===== config.mk =====
export PLATFORM = sky130hd
export DESIGN_NAME = mm_host_driver
export DESIGN_NICKNAME = d
export VERILOG_FILES = /design/src/rtl/mm_host_driver_pkg.sv /design/src/rtl/mm_host_driver.sv
export SDC_FILE = /design/constraint.sdc
export NUM_CORES = 1
export LEC_CHECK = 0
export CORE_AREA = 2 2 528 530
export CTS_CLUSTER_SIZE = 20
export DETAILED_ROUTE_END_ITERATION = 10
export DIE_AREA = 0 0 530 532
export GPL_TIMING_DRIVEN = 0
export PLACE_DENSITY = 0.3
export SLEW_MARGIN = 40
export SYNTH_ARGS = -nofsm -noshare
export SYNTH_HDL_FRONTEND = slang
export SYNTH_SLANG_ARGS = --single-unit

===== constraint.sdc =====
create_clock -name clock -period 6.25 [get_ports clock]
set_input_delay 1.25 -clock clock [delete_from_list [all_inputs] [get_ports clock]]
set_output_delay 1.25 -clock clock [all_outputs]
set_load 0.1 [all_outputs]

===== src/rtl/mm_host_driver_pkg.sv =====
// Shared types and helpers for the matrix-multiply host driver:
// controller states, result-word geometry and the result-word select.
package mm_host_driver_pkg;

  localparam int W          = 16;
  localparam int NUM_RES    = 16;
  localparam int RES_WORD_W = 4 * W;
  localparam int RES_IDX_W  = $clog2(NUM_RES);

  typedef enum logic [2:0] {
    ST_IDLE,
    ST_LOAD,
    ST_SETTLE,
    ST_START,
    ST_WAIT,
    ST_DRAIN,
    ST_ACK
  } state_t;

  // Word k of the flattened result bus; word k sits at bits [RES_WORD_W*k +: RES_WORD_W].
  function automatic logic [RES_WORD_W-1:0] result_word(
    input logic [NUM_RES*RES_WORD_W-1:0] res,
    input logic [RES_IDX_W-1:0]          k
  );
    return res[int'(k)*RES_WORD_W +: RES_WORD_W];
  endfunction

endpackage


===== src/rtl/mm_host_driver.sv =====
// Host-side initiator for the MMIO matrix-multiply accelerator: loads operand
// rows, starts the multiply, streams the 16 result words out, then releases it.
module mm_host_driver
  import mm_host_driver_pkg::*;
#(
  parameter int SRAM_DATA_WIDTH = 32,
  parameter int ADDR_WIDTH      = 10,
  parameter int LOAD_DEPTH      = 256
) (
  input  logic                            clock,
  input  logic                            reset,
  input  logic                            start,
  output logic                            busy,
  output logic                            done,
  input  logic                            in_valid,
  output logic                            in_ready,
  input  logic [4*SRAM_DATA_WIDTH-1:0]    in_data,
  output logic [ADDR_WIDTH-1:0]           sram_raddr,
  output logic [SRAM_DATA_WIDTH-1:0]      sram_rdata_a0,
  output logic [SRAM_DATA_WIDTH-1:0]      sram_rdata_a1,
  output logic [SRAM_DATA_WIDTH-1:0]      sram_rdata_b0,
  output logic [SRAM_DATA_WIDTH-1:0]      sram_rdata_b1,
  output logic                            mm_input_valid,
  input  logic                            mm_input_ready,
  input  logic                            mm_output_valid,
  output logic                            mm_output_ready,
  input  logic [NUM_RES*RES_WORD_W-1:0]   mm_result,
  output logic                            out_valid,
  input  logic                            out_ready,
  output logic [RES_WORD_W-1:0]           out_data,
  output logic [3:0]                      out_index,
  output logic                            out_last
);

  localparam logic [ADDR_WIDTH-1:0] LAST_ROW = ADDR_WIDTH'(LOAD_DEPTH - 1);
  localparam logic [RES_IDX_W-1:0]  LAST_K   = RES_IDX_W'(NUM_RES - 1);

  state_t                           state_q, state_d;
  logic [ADDR_WIDTH-1:0]            row_q, row_d;
  logic [ADDR_WIDTH-1:0]            raddr_q, raddr_d;
  logic [4*SRAM_DATA_WIDTH-1:0]     lanes_q, lanes_d;
  logic [RES_IDX_W-1:0]             k_q, k_d;

  always_ff @(posedge clock or posedge reset) begin
    if (reset) begin
      state_q <= ST_IDLE;
      row_q   <= '0;
      raddr_q <= '0;
      lanes_q <= '0;
      k_q     <= '0;
    end else begin
      state_q <= state_d;
      row_q   <= row_d;
      raddr_q <= raddr_d;
      lanes_q <= lanes_d;
      k_q     <= k_d;
    end
  end

  // The accelerator writes its operand memory every cycle, so the address and
  // lanes move only on an accepted beat and otherwise re-present the last row.
  always_comb begin
    state_d = state_q;
    row_d   = row_q;
    raddr_d = raddr_q;
    lanes_d = lanes_q;
    k_d     = k_q;
    unique case (state_q)
      ST_IDLE: begin
        row_d = '0;
        if (start) state_d = ST_LOAD;
      end
      ST_LOAD: begin
        if (in_valid) begin
          raddr_d = row_q;
          lanes_d = in_data;
          row_d   = row_q + 1'b1;
          if (row_q == LAST_ROW) state_d = ST_SETTLE;
        end
      end
      ST_SETTLE: state_d = ST_START;
      ST_START: begin
        if (mm_input_ready) state_d = ST_WAIT;
      end
      ST_WAIT: begin
        k_d = '0;
        if (mm_output_valid) state_d = ST_DRAIN;
      end
      ST_DRAIN: begin
        if (out_ready) begin
          k_d = k_q + 1'b1;
          if (k_q == LAST_K) state_d = ST_ACK;
        end
      end
      ST_ACK:  state_d = ST_IDLE;
      default: state_d = ST_IDLE;
    endcase
  end

  assign busy            = (state_q != ST_IDLE);
  assign done            = (state_q == ST_ACK);
  assign in_ready        = (state_q == ST_LOAD);
  assign mm_input_valid  = (state_q == ST_START);
  assign mm_output_ready = (state_q == ST_ACK);
  assign out_valid       = (state_q == ST_DRAIN);

  // Result beat is a combinational select, forced to zero outside DRAIN.
  assign out_data  = out_valid ? result_word(mm_result, k_q) : '0;
  assign out_index = out_valid ? k_q : '0;
  assign out_last  = out_valid && (k_q == LAST_K);

  assign sram_raddr    = raddr_q;
  assign sram_rdata_a0 = lanes_q[4*SRAM_DATA_WIDTH-1 -: SRAM_DATA_WIDTH];
  assign sram_rdata_a1 = lanes_q[3*SRAM_DATA_WIDTH-1 -: SRAM_DATA_WIDTH];
  assign sram_rdata_b0 = lanes_q[2*SRAM_DATA_WIDTH-1 -: SRAM_DATA_WIDTH];
  assign sram_rdata_b1 = lanes_q[SRAM_DATA_WIDTH-1 -: SRAM_DATA_WIDTH];

endmodule


==> run summary, run 1 <==
Die Height: 532 um
hold buffers post-CTS: 0
WL final: 225.7 mm
most frequent cells in the layout: clkdlybuf4s50_1 (1,158), nand2_1 (423), mux4_2 (256)
CP Launch Type: flop
share of the synthesized area in the top cell type: 0.3989
max-slew violations: 0
setup bufs post-CTS: 0
Tcrit/Tclk final: 0.8541
Pleak: 11.46 nW
post_cts resized: 0
Bufs and invs on worst path: 6
Slew headroom: 0.4216
final setup TNS: 0 ns
Post-DRT Antenna Nets: 0
clock transition at the registers of the reported paths: 0.08 ns
crit path from: k_q[0]
global route overflow: 0
WL/cell: 34.84 um
slowest cell on the critical path: mux2i_1
CTS tree: yes
crit path cell chain: buf_2 > buf_6 > buf_6 > buf_6 > buf_6 > mux2i_1 > o211ai_1 > buf_2
Die Area: 0.2820 mm^2
antenna violations before repair: 255
status: finished, final reports clean
Worst EP required: 5.00 ns
Mapped Area: 0.01446 mm^2
ys flop type: dfrtp_1
fill count: 31,680
Clk Latency, worst-skew pair: 0.48 ns
IO buf count: 1,371
minimum hold slack: 0.4727 ns
kind of critical path: flop to output port
flops & latches, synth: 155
Hold Path Origin: lanes_q[95]
clk_skew: 0.01873 ns
P per Cell Area: 146.2 mW/mm^2
area leader, netlist: mux4_2
VDD IR-drop max: 0.1979 mV
Seq/Total Area, Yosys: 0.2683
clk sinks: 155
CTS H-tree lvls: 4
row cnt: 193
I/O pin count: 1,372
most common cell after layout, fill and taps aside: clkdlybuf4s50_1
number of remaining DRC errors: 0
vias per cell: 3.030
Max Fclk: 187.3 MHz
Detailed Route Iter0 Violations: 1,213
Top cell by count, worst path: buf_6
min Tclk post-route: 5.338 ns
Worst path top cell family by delay: buffers and inverters
Synth async-reset ratio: 1.000
YS warnings: 0
crit path max fanout: 13
1st-pass router iterations: 5
syn avg cell area: 11.03 um^2
number of vias in the routed layout: 19,630
worst hold path class: flop to flop
Die Wd: 530 um
CTS Buffer Depth: 2
Worst Path Arrival: 4.09 ns
initial core utilization: 0.05242
CP endpoint kind: output port
fin util: 0.1183
Synth Instances: 1,310
critical path depth in cells: 8
Reg2Reg Depth: 7
area of the multi-input gates: 0.009793 mm^2
Worst Tran Pin Value: 0.8676 ns
worst r2r src: k_q[0]
number of flops mapped to enable cells by yosys: 0
Total GRT Usage: 0.1543
Area Growth Syn to Fin: 125.7%
Cell variety after synth: 47
Synth area leaders: mux4_2 (40%), dfrtp_1 (27%), nand2_1 (11%)
Detail Placement HPWL: 206.6 mm
Final Hold Viols: 0
NumNets Final: 3,865
Tot Pwr: 4.768 mW
first-pass GRT wire length: 271.3 mm
# setup viols final: 0
max cap viols: 0
Sequential Area: 0.003879 mm^2
hold depth: 2
gpl congestion: 0.9141
CTS buffer count: 17
Synthesized Nets: 2,471
CP peak stage delay: 0.68 ns
pin count of the biggest net entering global routing: 71
area of the core: 0.2758 mm^2
Root Buffer: clkbuf_16
vias in the first global route: 20,070
unrepaired setup endpoints after global routing: no
layout cell share with drive strength beyond 1: 0.2179
==> cell usage after synthesis (all sizes together), types with 2 or more instances <==
library cell,n
nand3,68
o211ai,64
and3,2
dfrtp,155
nor3,3
mux4,256
ha,2
nor4,3
and2,3
nand4,5
a22o,2
nand2,423
buf,82
inv,9
o21ai,8
nand2b,7
mux2i,72
or3,2
nor2,4
and4bb,2
clkbuf,56
nand3b,65
==> path summary, 6_finish.rpt <==
| check | endpoint | slack, ns |
|---|---|---|
| max reg2reg | k_q[3] | 3.62 |
| min | lanes_q[95] | 0.47 |
| min in group asynchronous | lanes_q[102] | 1.17 |
| max | out_data[61] | 0.91 |
| min reg2reg | lanes_q[95] | 0.47 |
| max in group asynchronous | lanes_q[35] | 4.39 |
==> flip-flops by register name, indices dropped and copies added (netlist names) <==
| name | cells |
|---|---|
| k_q | 4 |
| lanes_q | 128 |
| row_q | 10 |
| sram_raddr | 10 |
| state_q | 3 |
==> metrics by stage <==
| step | setup slack, ns | cell area, um^2 | instances |
|---|---|---|---|
| 5_1_grt | 0.6054 | 32520 | 6440 |
| 4_1_cts | 0.5374 | 32480 | 6422 |
| 3_3_place_gp | -2.346 | 32810 | 6386 |
| 3_5_place_dp | 1.109 | 31900 | 6390 |
| 6_report | 0.9121 | 32620 | 6478 |
| 2_1_floorplan | 0.8218 | 14460 | 1310 |
==> layer usage <==
layer	share of wire	global-route usage
met2	0.48	0.2686
met4	0.026	0.03301
met5	0.0048	0
met3	0.12	0.07523
met1	0.37	0.1671
==> power by group <==
part	internal [mW]	switching (mW)
sequential	1.14	0.0974
clock	0.531	0.548
combinational	0.915	1.54
==> worst min-delay path, stage by stage, from the launching register on <==
cell and delay [ns]:
dfrtp_1 0.34, nand2_1 0.05, nand2_1 0.06
==> cell type report <==
cell class | instances | share of cell area
Antenna cell | 56 | 0.004296
Buffer | 138 | 0.02382
Clock buffer | 17 | 0.01304
Clock inverter | 15 | 0.004680
Inverter | 10 | 0.001381
Multi-Input combinational cell | 1007 | 0.3002
Sequential cell | 155 | 0.1189
Tap cell | 3705 | 0.1421
Timing Repair Buffer | 1375 | 0.3915
==> logic make-up (layout without fill, tap and decap cells) <==
logic type,after synthesis,count (layout),synth area share
compound gates,84,84,0.04267
mux,328,328,0.4487
fa+ha+maj,2,2,0.001731
flops,155,155,0.2683
other cells,0,56,0
simple gates,593,593,0.1841
buf+inv,148,1555,0.05444
No activity file was read; power rests on OpenSTA's default activity.
==> run 2, diff against run 1 <==
--- a/config.mk
+++ b/config.mk
@@ -6,10 +6,12 @@
 export NUM_CORES = 1
 export LEC_CHECK = 0
-export CORE_AREA = 2 2 528 530
+export ABC_AREA = 1
+export CORE_AREA = 2 2 532 534
 export CTS_CLUSTER_SIZE = 20
 export DETAILED_ROUTE_END_ITERATION = 10
-export DIE_AREA = 0 0 530 532
+export DIE_AREA = 0 0 534 536
 export GPL_TIMING_DRIVEN = 0
 export PLACE_DENSITY = 0.3
+export SKIP_CTS_REPAIR_TIMING = 1
 export SLEW_MARGIN = 40
 export SYNTH_ARGS = -nofsm -noshare
==> constraint.sdc (replaced) <==
create_clock -name clock -period 6.25 [get_ports clock]
set_input_delay 1.25 -clock clock [delete_from_list [all_inputs] [get_ports clock]]
set_output_delay 1.25 -clock clock [all_outputs]
set_load 0.005 [all_outputs]
==> run 2 against run 1 <==
Effect of this change:
- synthesized cell count increased to 3.0 times the previous value
- routed wire length increased by 16%
- die area up 1.5%
- first-iteration DRC count up 55%
- clock skew is essentially flat
- sequential share of layout area fell by 1.9 points
- final cell count is 41% higher
- area after synthesis rose by 33%
- global-route usage grew 2.1 points
- highest routed layer unchanged
==> run summary, run 2 <==
status: finished, final reports clean
number of flops mapped to enable cells by yosys: 0
Die Wd: 534 um
clock transition at the registers of the reported paths: 0.07 ns
Worst EP required: 5.00 ns
crit path capture: out_data[38]
Detail Placement HPWL: 235.2 mm
first-pass GRT wire length: 326.4 mm
Cell variety after synth: 22
Detailed Route Iter0 Violations: 1,875
max cap viols: 0
Inst Count DP: 9,070
crit path max fanout: 11
vias per cell: 3.324
initial core utilization: 0.06845
Tcrit/Tclk final: 0.9565
Area Growth Syn to Fin: 101.3%
RR Endpoint: k_q[1]
CTS Buffer Depth: 3
DP Area: 0.03783 mm^2
Synthesized Nets: 5,110
Synth Instances: 3,949
I/O pin count: 1,372
Flop pwr share: 0.124
worst hold path class: flop to flop
NetSw: 8.200 mW
fin util: 0.1378
Int Pwr: 5.448 mW
vias in the first global route: 31,210
P per Cell Area: 352.7 mW/mm^2
number of remaining DRC errors: 0
Comb pwr share: 0.776
Post-DRT Antenna Nets: 0
Biggest register: lanes_q
Clk Latency, worst-skew pair: 0.53 ns
clk sinks: 155
1st-pass router iterations: 6
Synth area leaders: nand2_1 (42%), dfrtp_1 (20%), inv_1 (14%)
switch share: 0.6008
post-route insts no fill: 9,146
CTS buffer count: 25
CP Launch Type: flop
IO buf count: 1,371
Root Buffer: clkbuf_16
syn avg cell area: 4.868 um^2
WL final: 260.8 mm
layout cell share with drive strength beyond 1: 0.04180
Reg2Reg Depth: 5
kind of critical path: flop to output port
min Tclk post-route: 5.978 ns
ys flop type: dfrtp_1
Max Fclk: 167.3 MHz
Synth async-reset ratio: 1.000
most frequent cells after synthesis: nand2_1 (2,160), inv_1 (727), nand3_1 (526), dfrtp_1 (155), buf_2 (124)
max reg flops: 128
flops & latches, synth: 155
global route overflow: 0
Die Height: 536 um
final setup TNS: 0 ns
area of the core: 0.2808 mm^2
cell area after layout: 0.03870 mm^2
Worst path top cell family by delay: buffers and inverters
clk_skew: 0.01853 ns
Total GRT Usage: 0.1749
Worst Tran Pin Value: 0.9099 ns
CP endpoint kind: output port
most common cell after layout, fill and taps aside: nand2_1
NumNets Final: 6,515
row cnt: 195
Final Hold Viols: 0
# setup viols final: 0
Seq/Total Area, Yosys: 0.2018
share of the synthesized area in the top cell type: 0.4218
WL/cell: 28.51 um
CTS tree: yes
Clk network pwr share: 0.101
Bufs and invs on worst path: 5
crit path from: k_q[1]
Die Area: 0.2862 mm^2
critical path depth in cells: 9
Pleak: 19.06 nW
CTS H-tree lvls: 4
unrepaired setup endpoints after global routing: no
pin count of the biggest net entering global routing: 64
Mapped Area: 0.01922 mm^2
reg2reg setup slack: 3.74 ns
worst r2r src: k_q[1]
YS warnings: 0
most frequent cells in the layout: nand2_1 (2,159), clkdlybuf4s50_1 (1,370), inv_1 (726)
max-slew violations: 0
area leader, netlist: nand2_1
number of vias in the routed layout: 30,400
antenna violations before repair: 143
count leader, synth: nand2_1
Slew headroom: 0.3934
CP peak stage delay: 0.63 ns
Worst Path Arrival: 4.73 ns
slowest cell on the critical path: clkdlybuf4s50_1
gpl congestion: 0.8842
VDD IR-drop max: 0.2010 mV
crit path cell chain: buf_2 > clkinv_1 > buf_2 > clkbuf_2 > nand2_1 > nand3_1 > nand3_1 > a21oi_1 > clkdlybuf4s50_1
[run 2: cell types whose count changed in the layout (fill, tap and decap cells not counted), moves of 129 or more]
cell             previous run  this run
clkdlybuf4s50_1          1158      1370
inv_1                       5       726
buf_2                     253       124
mux4_2                    256         0
nand2_1                   423      2159
nand3_1                    68       526
[run 2: area by class of cell]
type / count / area, um^2
flip-flops and latches: 155 / 3879
multi-input cells: 2817 / 11400
diodes: 44 / 110.1
inverters: 731 / 2751
clock inverters: 3 / 65.06
clock buffers: 29 / 680.7
plain buffers: 246 / 1249
fillers: 33160 / 242100
well taps: 3743 / 4683
repair buffers: 1378 / 13880
[run 2: power groups by stage]
stage / combinational [mW] / sequential (mW) / clock (mW)
finish: 10.6 / 1.69 / 1.38
global route: 11.5 / 1.74 / 1.45
CTS: 11.1 / 1.70 / 1.43
detailed placement: 11.1 / 1.70 / 0
global placement: 11.0 / 1.70 / 0
floorplan: 4.08 / 1.67 / 0
[run 2: metal layers]
layer / vias to the layer above / GRT usage / part of all wire
li1: 14430 / - / -
met4: 92 / 0.03075 / 0.021
met2: 1429 / 0.3307 / 0.52
met1: 14210 / 0.1876 / 0.37
met5: - / 0 / 0.0022
met3: 242 / 0.05908 / 0.088
[run 2: worst min path at each step]
stage	startpoint	end	slack, ns	depth (start not counted)
floorplan	lanes_q[0]	lanes_q[0]	0.47	2
global placement	lanes_q[82]	lanes_q[82]	0.46	2
detailed placement	lanes_q[100]	lanes_q[100]	0.46	2
CTS	lanes_q[83]	lanes_q[83]	0.49	2
global route	lanes_q[83]	lanes_q[83]	0.50	2
finish	lanes_q[34]	lanes_q[34]	0.48	2
[run 2: worst min-delay path: stages (launching register included)]
cell and delay, ns:
dfrtp_1 0.34, nand2_1 0.05, nand2_1 0.05
[run 2: logic make-up (layout without fill, tap and decap cells)]
kind of cell / Yosys count / count (layout) / share of synthesized area
AND/OR/NAND/NOR: 2724 / 2724 / 0.5672
buffers and inverters: 977 / 2387 / 0.2059
flip-flops: 155 / 155 / 0.2018
AO/OA/AOI/OAI: 91 / 91 / 0.02382
adder cells (fa/ha/maj): 2 / 2 / 0.001302
other: 0 / 44 / 0
[run 2: per-stage QoR]
stage | worst slack (ns) | power, mW | hold slack (ns)
after floorplan | 0.8218 | 5.747 | 0.4724
after global placement | -2.663 | 12.75 | 0.4610
after global routing | 0.01766 | 14.69 | 0.4957
after CTS | -0.4090 | 14.24 | 0.4880
after detailed placement | 0.1846 | 12.77 | 0.4650
final | 0.2719 | 13.65 | 0.4799
==> edit 1: new RTL, flow settings as in run 1 <==
Take the reset off `raddr_q` and load it in a clocked block of its own.
--- a/src/rtl/mm_host_driver.sv
+++ b/src/rtl/mm_host_driver.sv
@@ -46,5 +46,4 @@
       state_q <= ST_IDLE;
       row_q   <= '0;
-      raddr_q <= '0;
       lanes_q <= '0;
       k_q     <= '0;
@@ -52,8 +51,11 @@
       state_q <= state_d;
       row_q   <= row_d;
-      raddr_q <= raddr_d;
       lanes_q <= lanes_d;
       k_q     <= k_d;
     end
+  end
+
+  always_ff @(posedge clock) begin
+    raddr_q <= raddr_d;
   end
 
Check against the original RTL: differs if reset is asserted again (counterexample within 4 cycles, from zero or initial values and one cycle with reset high); with reset held inactive, the same outputs for 4 cycles.
==> edit 1 against run 1 <==
  * Setup slack got worse by 0.016 ns
  * Wire length fell by 5.9%
  * Clock skew rose by 0.0058 ns
  * Cell area barely moved
  * Critical path type unchanged
  * Fmax fell by 0.31%
  * Critical endpoint is now out_data[0]
  * Sequential cell count did not move
  * Area after synthesis fell by 2.8%
  * Non-clock buffer count fell by 17
Power is left out: it rests on default switching activity, and per cell area and clock period it moved more than threefold.
==> edit 1: results (changes against run 1) <==
GRT met2 Usage - 0.251 (-0.0174)
Initial drt markers - 990 (-18%)
Cells on worst reg2reg path - 5 (-2)
Initial antenna violation count - 211 (-17%)
Max_slew headroom - 0.419 (-0.00256)
Synth unique cells - 42 (-11%)
Compound-cell area share of the yosys netlist - 0.0642 (+0.0215)
Vias in the first global route - 18600 (-7.3%)
Synth Area per Inst - 14.5 um^2 (+31%)
FFs w/ async S/R, synth - 0.935 (-0.0645)
Xor and xnor area share after synthesis - 0.00187 (+0.00187)
Gpl congestion - 0.865 (-5.4%)
CP Data Arrival Time - 4.10 ns (about the same)
Run status - finished, final reports clean
Number of synthesized flops with an enable pin - 10 (+10)
Adder-Cell Fraction of Synth Area - 0.00178 (+0.0000493)
Ranking of synthesized cells by area - mux4_2 38%, dfrtp_1 26%, mux2_2 10%
Dpl hpwl - 194000 um (-6.0%)
Mux cell area share after synthesis - 0.578 (+0.129)
Post-synth top cells - 239 x mux4_2, 145 x dfrtp_1, 129 x mux2_2, 129 x mux2i_1, 47 x o22ai_1
Placed cell count - 6062 (-5.1%)
Pre-CTS setup slack - 1.04 ns (-0.0665 ns)
Worst path slowest cell - mux4_2
Share of cells above drive strength 1 - 0.307 (+0.0894)
Met2 Routed Length - 104000 um (-5.3%)
==> edit 1: cell types whose count changed in the layout (fill, tap and decap cells not counted), sizes merged, moves of 20 or more <==
| cell | change |
|---|---|
| mux2i | +57 |
| o211ai | -64 |
| o22ai | +46 |
| clkbuf | -24 |
| nand3 | -63 |
| a22o | +20 |
| mux2 | +129 |
| nand3b | -65 |
| nand2 | -411 |
==> edit 1: worst paths after layout <==
kind / from / endpoint / slack, ns
setup / recovery: k_q[0] / out_data[0] / 0.90
min in group asynchronous: reset / lanes_q[25] / 1.11
setup reg to reg: state_q[0] / lanes_q[46] / 3.63
hold reg to reg: lanes_q[76] / lanes_q[76] / 0.50
hold / removal: lanes_q[76] / lanes_q[76] / 0.50
max in group asynchronous: reset / k_q[0] / 3.99
==> edit 1: layout make-up <==
cell class,instances,area [um^2]
multi-input combinational,702,9640
clock inverter,11,180
sequential,155,3930
fill,31500,243000
antenna,53,133
inverter,5,26.3
tap,3705,4640
clock buffer,20,447
buffer,109,618
timing repair buffer,1387,13000
==> edit 2: new RTL, config.mk and constraints of run 1 <==
Without the edit above. `ADDR_WIDTH`: 10 -> 11.
--- a/src/rtl/mm_host_driver.sv
+++ b/src/rtl/mm_host_driver.sv
@@ -5,5 +5,5 @@
 #(
   parameter int SRAM_DATA_WIDTH = 32,
-  parameter int ADDR_WIDTH      = 10,
+  parameter int ADDR_WIDTH      = 11,
   parameter int LOAD_DEPTH      = 256
 ) (
Interface: changed (resized sram_raddr); port bits go from 1372 to 1373. The function was not compared with the original's and may differ.
==> edit 2 against run 1 <==
  * Via count fell by 11%
  * Area after synthesis fell by 1.9%
  * Setup slack got worse by 0.38 ns
  * Sequential cell count rose by 2
  * Wire length fell by 9.7%
  * Non-clock buffer count fell by 19
  * Synthesized cell count fell by 24%
  * Cell area fell by 0.31%
  * Critical endpoint is now out_data[55]
  * Largest cell class unchanged
Power is left out: it rests on default switching activity, and per cell area and clock period it moved more than threefold.
==> edit 2: results (changes against run 1) <==
Run status - finished, final reports clean
Post-synth top cells - 237 x mux4_2, 157 x dfrtp_1, 139 x mux2_2
Worst Skew - 0.0178 ns (-0.000944 ns)
Placed cell count - 6078 (-4.9%)
Initial drt markers - 948 (-22%)
Final WL - 204000 um (-9.7%)
Mux cell area share after synthesis - 0.581 (+0.132)
Seq/Total Area, Yosys - 0.277 (+0.00869)
Ranking of synthesized cells by area - mux4_2 38%, dfrtp_1 28%, mux2_2 11%
Adder-Cell Fraction of Synth Area - 0.00176 (+0.0000333)
Xor and xnor area share after synthesis - 0.00247 (+0.00247)
FFs w/ async S/R, synth - 1.00 (unchanged)
Pin count of the biggest net entering global routing - 57 (-20%)
Met2 Routed Length - 102000 um (-7.3%)
Syn_nets - 2152 (-13%)
Cell family with most CP delay - multiplexers
Yosys warns - 0 (unchanged)
Cells after synthesis - 991 (-24%)
Via count of the routed design - 17400 (-11%)
Met1 wire length - 75700 um (-8.6%)
Synth unique cells - 39 (-17%)
Worst path slowest cell - mux2i_1
Max layer used - met5
CP Max Fanout - 10 (-3)
Post-Layout Cell Count - 6146 (-5.1%)
Number of port buffers - 1372 (+0.073%)
Slew of the pin with the lowest slew margin - 1.05 ns (+0.184 ns)
CP Data Arrival Time - 4.47 ns (+0.38 ns)
Initial antenna violation count - 147 (-42%)
Wire length on met3 - 23700 um (-11%)
Gpl congestion - 0.881 (-3.6%)
Compound-cell area share of the yosys netlist - 0.0646 (+0.0219)
Vias in the first global route - 18400 (-8.3%)
First-pass GRT wire length - 243000 um (-10%)
Nets@finish - 3553 (-8.1%)
CP max stage delay - 0.86 ns (+0.18 ns)
Dpl hpwl - 186000 um (-10%)
edit 2: cell types whose count changed after synthesis, sizes merged, moves of 5 or more:
cell	change
a221o	+19
nor2	+5
a22o	+19
a22oi	+19
o22ai	+44
nand3b	-64
mux4	-19
nand2	-412
o211ai	-61
mux2	+139
and3	+24
clkbuf	-28
nand3	-59
mux2i	+61
edit 2: cell families (layout without fill, tap and decap cells):
kind of cell / Yosys count / in the layout
multiplexers: 509 / 509
flip-flops: 157 / 157
AO/OA/AOI/OAI: 123 / 123
buffers and inverters: 117 / 1531
AND/OR/NAND/NOR: 79 / 79
XOR/XNOR: 4 / 4
adder cells (fa/ha/maj): 2 / 2
other: 0 / 36
edit 2: worst reg2reg max path, cell delays in order (launching register included):
cell	delay (ns)
dfrtp_1	0.37
buf_6	0.19
buf_2	0.50
buf_2	0.61
nand3_1	0.20
mux2i_1	0.18
o21ai_0	0.08
edit 2: path summary, 6_finish.rpt:
| kind | startpoint | endpoint | slack [ns] | depth (start not counted) |
|---|---|---|---|---|
| worst max-delay path | k_q[0] | out_data[55] | 0.53 | 7 |
| worst min-delay path | lanes_q[83] | lanes_q[83] | 0.50 | 1 |
| worst max register to register | k_q[0] | k_q[3] | 3.99 | 6 |
| worst min register to register | lanes_q[83] | lanes_q[83] | 0.50 | 1 |
| max in group asynchronous | reset | lanes_q[31] | 4.37 | 3 |
| min in group asynchronous | reset | lanes_q[88] | 1.17 | 2 |
edit 2: layer usage:
| layer | vias to the layer above | track usage |
|---|---|---|
| met2 | 1203 | 0.247 |
| met1 | 8822 | 0.153 |
| met4 | 68 | 0.0178 |
| met5 | - | 0 |
| li1 | 7047 | - |
| met3 | 233 | 0.0623 |
edit 2: final cells by class:
type | instances | area [um^2]
Antenna cell | 36 | 90.1
Fill cell | 31700 | 243000
Buffer | 112 | 616
Inverter | 5 | 26.3
Multi-Input combinational cell | 717 | 9700
Clock inverter | 14 | 171
Clock buffer | 18 | 439
Timing Repair Buffer | 1382 | 12900
Sequential cell | 157 | 3930
Tap cell | 3705 | 4640
edit 2: through the flow:
stage | utilization | area, um^2 | TNS (ns) | worst slack, ns
after global placement | 0.118 | 32600 | -440.54 | -2.80
after global routing | 0.118 | 32400 | 0 | 0.404
final | 0.118 | 32500 | 0 | 0.534
after CTS | 0.118 | 32400 | 0 | 0.276
after detailed placement | 0.115 | 31800 | 0 | 0.850
after floorplan | - | 14200 | 0 | 0.765
